<file path="src/rtl/relu.sv">
// relu: registered ReLU with upper clip over LANES packed signed elements; RELU_LEAKY_EN selects leaky ReLU
module relu #(
  parameter int DATA_W     = 8,
  parameter int LANES      = 1,
  parameter int CLIP_MAX   = 127,
  parameter int LEAK_SHIFT = 3
) (
  input  logic                    clk,
  input  logic                    reset,
  input  logic [LANES*DATA_W-1:0] in,
  input  logic                    en,
  output logic [LANES*DATA_W-1:0] out,
  output logic                    out_en
);
  localparam logic signed [DATA_W-1:0] CLIP = DATA_W'(CLIP_MAX);
  if (CLIP_MAX < 0 || CLIP_MAX > 2**(DATA_W-1)-1 || LEAK_SHIFT < 1 || LEAK_SHIFT > DATA_W-1) begin : g_bad_param
    $error("relu: CLIP_MAX or LEAK_SHIFT out of range");
  end
  logic [LANES*DATA_W-1:0] act;
  for (genvar g = 0; g < LANES; g++) begin : g_lane
    logic signed [DATA_W-1:0] x;
    assign x = in[g*DATA_W +: DATA_W];
`ifdef RELU_LEAKY_EN
    assign act[g*DATA_W +: DATA_W] = x[DATA_W-1] ? x >>> LEAK_SHIFT : (x > CLIP ? CLIP : x);
`else
    assign act[g*DATA_W +: DATA_W] = x[DATA_W-1] ? '0 : (x > CLIP ? CLIP : x);
`endif
  end
  // output register: capture activated lanes on enable, hold otherwise; valid follows en by one clock
  always_ff @(posedge clk or negedge reset) begin
    if (!reset) begin
      out    <= '0;
      out_en <= 1'b0;
    end else begin
      out_en <= en;
      if (en) out <= act;
    end
  end
endmodule

</file>
<file path="config.mk">
export PLATFORM = sky130hd
export DESIGN_NAME = relu
export DESIGN_NICKNAME = d
export VERILOG_FILES = /design/src/rtl/relu.sv
export SDC_FILE = /design/constraint.sdc
export NUM_CORES = 1
export LEC_CHECK = 0
export CAP_MARGIN = 20
export CORE_AREA = 4 4 41 43
export DETAILED_ROUTE_END_ITERATION = 8
export DIE_AREA = 0 0 45 47
export REMOVE_ABC_BUFFERS = 1
export SYNTH_ARGS = -nofsm -noshare
export SYNTH_HDL_FRONTEND = slang
export SYNTH_SLANG_ARGS = --single-unit
export TNS_END_PERCENT = 1
</file>
<file path="constraint.sdc">
create_clock -name clk -period 0.8 [get_ports clk]
set_clock_uncertainty 0.05 [all_clocks]
set_input_delay 0.16 -clock clk [delete_from_list [all_inputs] [get_ports clk]]
set_output_delay 0.16 -clock clk [all_outputs]
set_load 0.02 [all_outputs]
</file>
==> summary.md, run 1 <==
| Metric | Value |
|---|---|
| Switch share | `25.6%` |
| Synth cell types | `7` |
| # H-tree levels | `1` |
| Crit-path slowest cell | `dfrtp_1` |
| Slew Viols, Final | `0` |
| Multi-input logic area | `91.3 sq um` |
| P_int | `0.724 mW` |
| Post-CTS setup buffers | `0` |
| Placed instance area | `539 sq um` |
| Die footprint | `2120 sq um` |
| Critical path arrival | `0.78 ns` |
| ANT cells | `0` |
| P&R area growth vs syn | `65.8%` |
| Via density | `4.10` |
| Design area | `558 sq um` |
| CP max FO | `2` |
| Peak Freq | `1.01 GHz` |
| Sequential share of the synthesized area | `59.5%` |
| Vias in the first global route | `290` |
| Clk slew on worst S/H paths | `0.06 ns` |
| Reg2Reg Depth | `2` |
| CP Data Required Time | `0.59 ns` |
| Worst-path cell chain | `buf_2` |
| R2r endpoint | `out[1]` |
| Layout cell share with drive strength beyond 1 | `25.9%` |
| CP Class | `flop to output port` |
| Number of max-cap violations | `0` |
| Avg Synthesized Cell Area | `10.5 sq um` |
| Flop-to-flop setup slack | `0.12 ns` |
| CTS max path bufs | `2` |
| Total Power | `0.973 mW` |
| Initial antenna violation count | `0` |
| Remaining DRCs | `0` |
| Top Metal Used | `met4` |
| Post-Syn Area | `337 sq um` |
| Largest net degree at the start of global routing | `10` |
| Wirelength per Cell | `11.1 um` |
| Detailed Place HPWL | `592 um` |
| 1st-iter DRT viols | `1` |
| Wire length on met2 | `326 um` |
| LEAKAGE | `0.259 nW` |
| Routed wire length | `769 um` |
| Cell Rows | `13` |
| Wl on met1 | `340 um` |
| Synth Instances | `32` |
| Combinational power share | `22.0%` |
| Top Ports | `20` |
| Failing checks | `negative setup slack` |
| Fillers | `144` |
| Sequential fraction of design power | `46.7%` |
| Routed vias | `283` |
| First-pass GRT wire length | `1240 um` |
| Most common cell after layout, fill and taps aside | `clkdlybuf4s50_1` |
| Net load switching power | `0.249 mW` |
| Crit path largest cell delay | `0.37 ns` |
| Overflow after GRT | `0` |
| Total track usage | `9.08%` |
| Min cycle time layout | `0.987 ns` |
| Final nets | `67` |
| Ys Warns | `0` |
| WHS | `0.143 ns` |
| Worst flop-to-flop path startpoint | `out[1]` |
| Hold Crit Class | `primary input to async pin` |
| First drt pass iteration count | `2` |
| #FFs+latches synth | `8` |
| CP Launch Type | `flop` |
| Core footprint | `1300 sq um` |
| Final Worst Setup Slack | `-0.187 ns` |
| Initial Utilization | `25.9%` |
| # setup viols final | `15` |
| Status | `complete, but fails checks` |
| Post-DRT Antenna Nets | `0` |
| RD Place Congestion | `0.640` |
| DIE WIDTH | `45 um` |
| VDD IR max | `619 uV` |
| Most frequent cells in the layout | `clkdlybuf4s50_1 (9), dfrtp_1 (8), inv_1 (7), nand3b_1 (7)` |
| Unrepaired setup endpoints after global routing | `true` |
| Delay-heaviest family, CP | `flip-flops` |
| Wire length on met3 | `90 um` |
| Root Driver | `clkbuf_4` |
| Final Hold Vio Count | `0` |
| I/O Buffers | `18` |
| CTS tree | `done` |
| Sequential cell area | `200 sq um` |
| Power Dens Cells | `1740 nW/um^2` |
| Number of buffers created by CTS | `3` |
| Fin crit share | `123%` |
| Crit end category | `output port` |
| CTS sink cnt | `8` |
| Clock share of power | `31.3%` |
| Clock Latency Late Sink | `0.25 ns` |
| CP bufs+invs | `1` |
| Die Y-Extent | `47 um` |
| Hold-fix buffers, CTS | `0` |
-- layer usage --
| layer | global-route usage [%] | up-vias |
|---|---|---|
| li1 | - | 143 |
| met1 | 9.79 | 124 |
| met2 | 12.7 | 14 |
| met3 | 4.60 | 2 |
| met4 | 8.77 | 0 |
| met5 | 0 | - |
-- state kept, by name, indices dropped and copies added, names as in the netlist --
name / flops
out: 7
out_en: 1
-- synthesized netlist by cell type --
| cell | number | area (sq um) |
|---|---|---|
| buf_4 | 1 | 7.51 |
| o21ai_0 | 7 | 35.0 |
| buf_6 | 1 | 11.3 |
| nand3b_1 | 7 | 52.6 |
| inv_1 | 7 | 26.3 |
| dfrtp_1 | 8 | 200 |
| conb_1 | 1 | 3.75 |
-- final cells by class --
cell class | instances | share of cell area (%)
clock buffers | 3 | 4.04
inverters | 7 | 4.71
multi-input cells | 15 | 16.4
flip-flops and latches | 8 | 35.9
well taps | 15 | 3.36
repair buffers | 21 | 35.7
-- power groups by stage --
| stage | combinational (mW) | clock, mW | sequential [mW] |
|---|---|---|---|
| floorplan | 0.0327 | 0 | 0.496 |
| global placement | 0.217 | 0 | 0.455 |
| detailed placement | 0.220 | 0 | 0.458 |
| CTS | 0.203 | 0.319 | 0.452 |
| global route | 0.233 | 0.349 | 0.459 |
| finish | 0.214 | 0.305 | 0.454 |
-- worst max path at each step --
stage,end,depth (start not counted),from
2_1_floorplan,out[4],2,out[4]
3_3_place_gp,out[5],1,out[5]
3_5_place_dp,out[1],1,out[1]
4_1_cts,out[1],1,out[1]
5_1_grt,out[4],1,out[4]
6_report,out[3],1,out[3]
-- metrics by stage --
stage	worst slack (ns)	instances	utilization, %	setup TNS, ns
final	-0.187	69	42.9	-1.66
after global routing	-0.224	69	42.9	-2.23
after CTS	-0.201	69	41.4	-1.74
after floorplan	0.0582	30	-	0
after detailed placement	-0.355	66	41.4	-5.00
after global placement	-0.343	66	41.4	-4.90
-- kinds of logic (layout without fill, tap and decap cells) --
kind of cell / after synthesis / after routing / synth area share [%]
AND/OR/NAND/NOR: 7 / 7 / 15.6
flip-flops: 8 / 8 / 59.5
buffers and inverters: 9 / 31 / 13.4
AO/OA/AOI/OAI: 7 / 7 / 10.4
other: 1 / 1 / 1.11
-- what timing repair did --
action / CTS / global route
pin swaps: 0 / 0
setup endpoints to repair: 15 / 15
resized for setup: 39 / 7
gates cloned: 0 / 0
Note: power is estimated with default switching activity, not from simulation.
==> inputs of run 2 (changes only) <==
--- a/config.mk
+++ b/config.mk
@@ -10,6 +10,7 @@
 export DETAILED_ROUTE_END_ITERATION = 8
 export DIE_AREA = 0 0 45 47
 export REMOVE_ABC_BUFFERS = 1
+export SETUP_SLACK_MARGIN = 0.1
 export SYNTH_ARGS = -nofsm -noshare
 export SYNTH_HDL_FRONTEND = slang
 export SYNTH_SLANG_ARGS = --single-unit
==> results of run 2 <==
The final DEF is identical to that of run 1; final timing and power are the same.
==> inputs of run 3 (changes only) <==
--- a/config.mk
+++ b/config.mk
@@ -9,7 +9,6 @@
 export CORE_AREA = 4 4 41 43
 export DETAILED_ROUTE_END_ITERATION = 8
 export DIE_AREA = 0 0 45 47
-export REMOVE_ABC_BUFFERS = 1
 export SETUP_SLACK_MARGIN = 0.1
 export SYNTH_ARGS = -nofsm -noshare
 export SYNTH_HDL_FRONTEND = slang
==> constraint.sdc (replaced) <==
create_clock -name clk -period 1.1 [get_ports clk]
set_clock_uncertainty 0.05 [all_clocks]
set_input_delay 0.22 -clock clk [delete_from_list [all_inputs] [get_ports clk]]
set_output_delay 0.22 -clock clk [all_outputs]
set_load 0.02 [all_outputs]
==> summary.md, run 3 (synthesized netlist as in run 1, its figures left out) <==
| Metric | Value |
|---|---|
| Routed vias | `272 (-3.9%)` |
| Delay-heaviest family, CP | `flip-flops` |
| Registers with the most flip-flops | `out x7, out_en x1` |
| CTS sink cnt | `8 (unchanged)` |
| Fillers | `143 (-0.69%)` |
| ANT cells | `0 (unchanged)` |
| Flop-to-flop setup slack | `0.42 ns (+0.30 ns)` |
| CP Data Required Time | `0.83 ns (+0.24 ns)` |
| R2r endpoint | `out[3]` |
| Vias in the first global route | `271 (-6.6%)` |
| DIE WIDTH | `45 um (unchanged)` |
| CP max FO | `2 (unchanged)` |
| Critical path arrival | `0.78 ns (about the same)` |
| Peak Freq | `0.952 GHz` |
| CP Class | `flop to output port` |
| Reg2Reg Depth | `2 (unchanged)` |
| Detailed Place HPWL | `559 um (-5.5%)` |
| Overflow after GRT | `0 (unchanged)` |
| Die Y-Extent | `47 um (unchanged)` |
| Largest Register | `out` |
| VDD IR max | `513 uV (-17%)` |
| Min cycle time layout | `1.05 ns` |
| CTS max path bufs | `2 (unchanged)` |
| Slew Viols, Final | `0 (unchanged)` |
| Fin crit share | `95.5%` |
| Clk slew on worst S/H paths | `0.05 ns (about the same)` |
| Crit end category | `output port` |
| First-pass GRT wire length | `1260 um (+1.6%)` |
| First drt pass iteration count | `4 (+2)` |
| Post-CTS setup buffers | `0 (unchanged)` |
| Initial Utilization | `25.9% (unchanged)` |
| WHS | `0.200 ns (+0.0567 ns)` |
| Worst flop-to-flop path startpoint | `out[3]` |
| Placed instance area | `532 sq um (-1.4%)` |
| Unrepaired setup endpoints after global routing | `true` |
| Wire length on met3 | `72 um (-20%)` |
| Most frequent cells in the layout | `clkdlybuf4s50_1 (10), dfrtp_1 (8), buf_6 (8)` |
| Top Ports | `20 (unchanged)` |
| Final nets | `66 (-1.5%)` |
| Initial antenna violation count | `0 (unchanged)` |
| Routed wire length | `736 um (-4.3%)` |
| Crit-path slowest cell | `dfrtp_1` |
| RD Place Congestion | `0.708 (+11%)` |
| Die footprint | `2120 sq um (unchanged)` |
| Most common cell after layout, fill and taps aside | `clkdlybuf4s50_1` |
| # H-tree levels | `1 (unchanged)` |
| P&R area growth vs syn | `67.7%` |
| Crit path largest cell delay | `0.39 ns (+0.02 ns)` |
| Hold Crit Class | `primary input to async pin` |
| CP Launch Type | `flop` |
| Max reg flops | `7 (unchanged)` |
| Clock Latency Late Sink | `0.25 ns (about the same)` |
| # setup viols final | `0 (-15)` |
| Root Driver | `clkbuf_4` |
| LEAKAGE | `0.257 nW (-1.1%)` |
| Number of buffers created by CTS | `3 (unchanged)` |
| Power Dens Cells | `1260 nW/um^2 (-28%)` |
| Post-DRT Antenna Nets | `0 (unchanged)` |
| Total track usage | `8.71% (-0.38 points)` |
| Largest net degree at the start of global routing | `10 (unchanged)` |
| I/O Buffers | `18 (unchanged)` |
| Number of max-cap violations | `0 (unchanged)` |
| Cell Rows | `13 (unchanged)` |
| Design area | `564 sq um (+1.1%)` |
| Final Hold Vio Count | `0 (unchanged)` |
| Remaining DRCs | `0 (unchanged)` |
| Post-Syn Nets | `43` |
| Layout cell share with drive strength beyond 1 | `24.5% (-1.4 points)` |
| Wire length on met2 | `330 um (+1.2%)` |
| 1st-iter DRT viols | `8 (+7)` |
| Top Metal Used | `met3` |
| Worst-path cell chain | `buf_6` |
| Wirelength per Cell | `10.8 um (-2.9%)` |
| CTS tree | `done` |
| Wl on met1 | `334 um (-1.8%)` |
| CP bufs+invs | `1 (unchanged)` |
| Via density | `4.00 (-2.5%)` |
| Status | `finished, final reports clean` |
| Core footprint | `1300 sq um (unchanged)` |
## run 3: cell type report
class	instances	area [sq um]	area share (%)
Timing Repair Buffer	20	205	36.4
Sequential cell	8	200	35.5
Multi-Input combinational cell	15	91.3	16.2
Inverter	7	26.3	4.66
Clock buffer	3	22.5	3.99
Tap cell	15	18.8	3.33
## run 3: power breakdown
| part | internal (mW) | total (mW) | switching (mW) |
|---|---|---|---|
| sequential | 0.317 | 0.332 | 0.0149 |
| combinational | 0.0894 | 0.158 | 0.0685 |
| clock | 0.125 | 0.220 | 0.0955 |
| total | 0.531 | 0.710 | 0.179 |
## run 3: how the worst max path moves through the flow
stage                     cells after the start    from      to  slack, ns
after floorplan                               2  out[4]  out[4]       0.36
after global routing                          1  out[6]  out[6]    -0.0003
after detailed placement                      1  out[2]  out[2]      -0.10
after global placement                        1  out[6]  out[6]      -0.11
after CTS                                     1  out[6]  out[6]       0.04
final                                         1  out[6]  out[6]       0.05
## run 3: metrics by stage
| stage | std cells | power, mW | setup WS, ns | TNS, ns | util [%] |
|---|---|---|---|---|---|
| floorplan | 32 | 0.394 | 0.358 | 0 | - |
| global placement | 65 | 0.487 | -0.112 | -1.32 | 40.9 |
| detailed placement | 65 | 0.487 | -0.102 | -1.33 | 40.9 |
| CTS | 68 | 0.700 | 0.0385 | 0 | 40.5 |
| global route | 68 | 0.761 | -0.000268 | -0.000268 | 43.4 |
| finish | 68 | 0.710 | 0.0497 | 0 | 43.4 |
## run 3: metal layers
metal | vias up | track usage [%]
met3 | 0 | 3.83
met2 | 10 | 11.6
li1 | 143 | -
met5 | - | 0
met1 | 119 | 11.5
met4 | 0 | 5.26
## run 3: timing repair
item                                    in CTS  in global routing
hold buffers                                 0                  0
gates resized for setup                     36                 12
endpoints found under the setup margin       8                  8
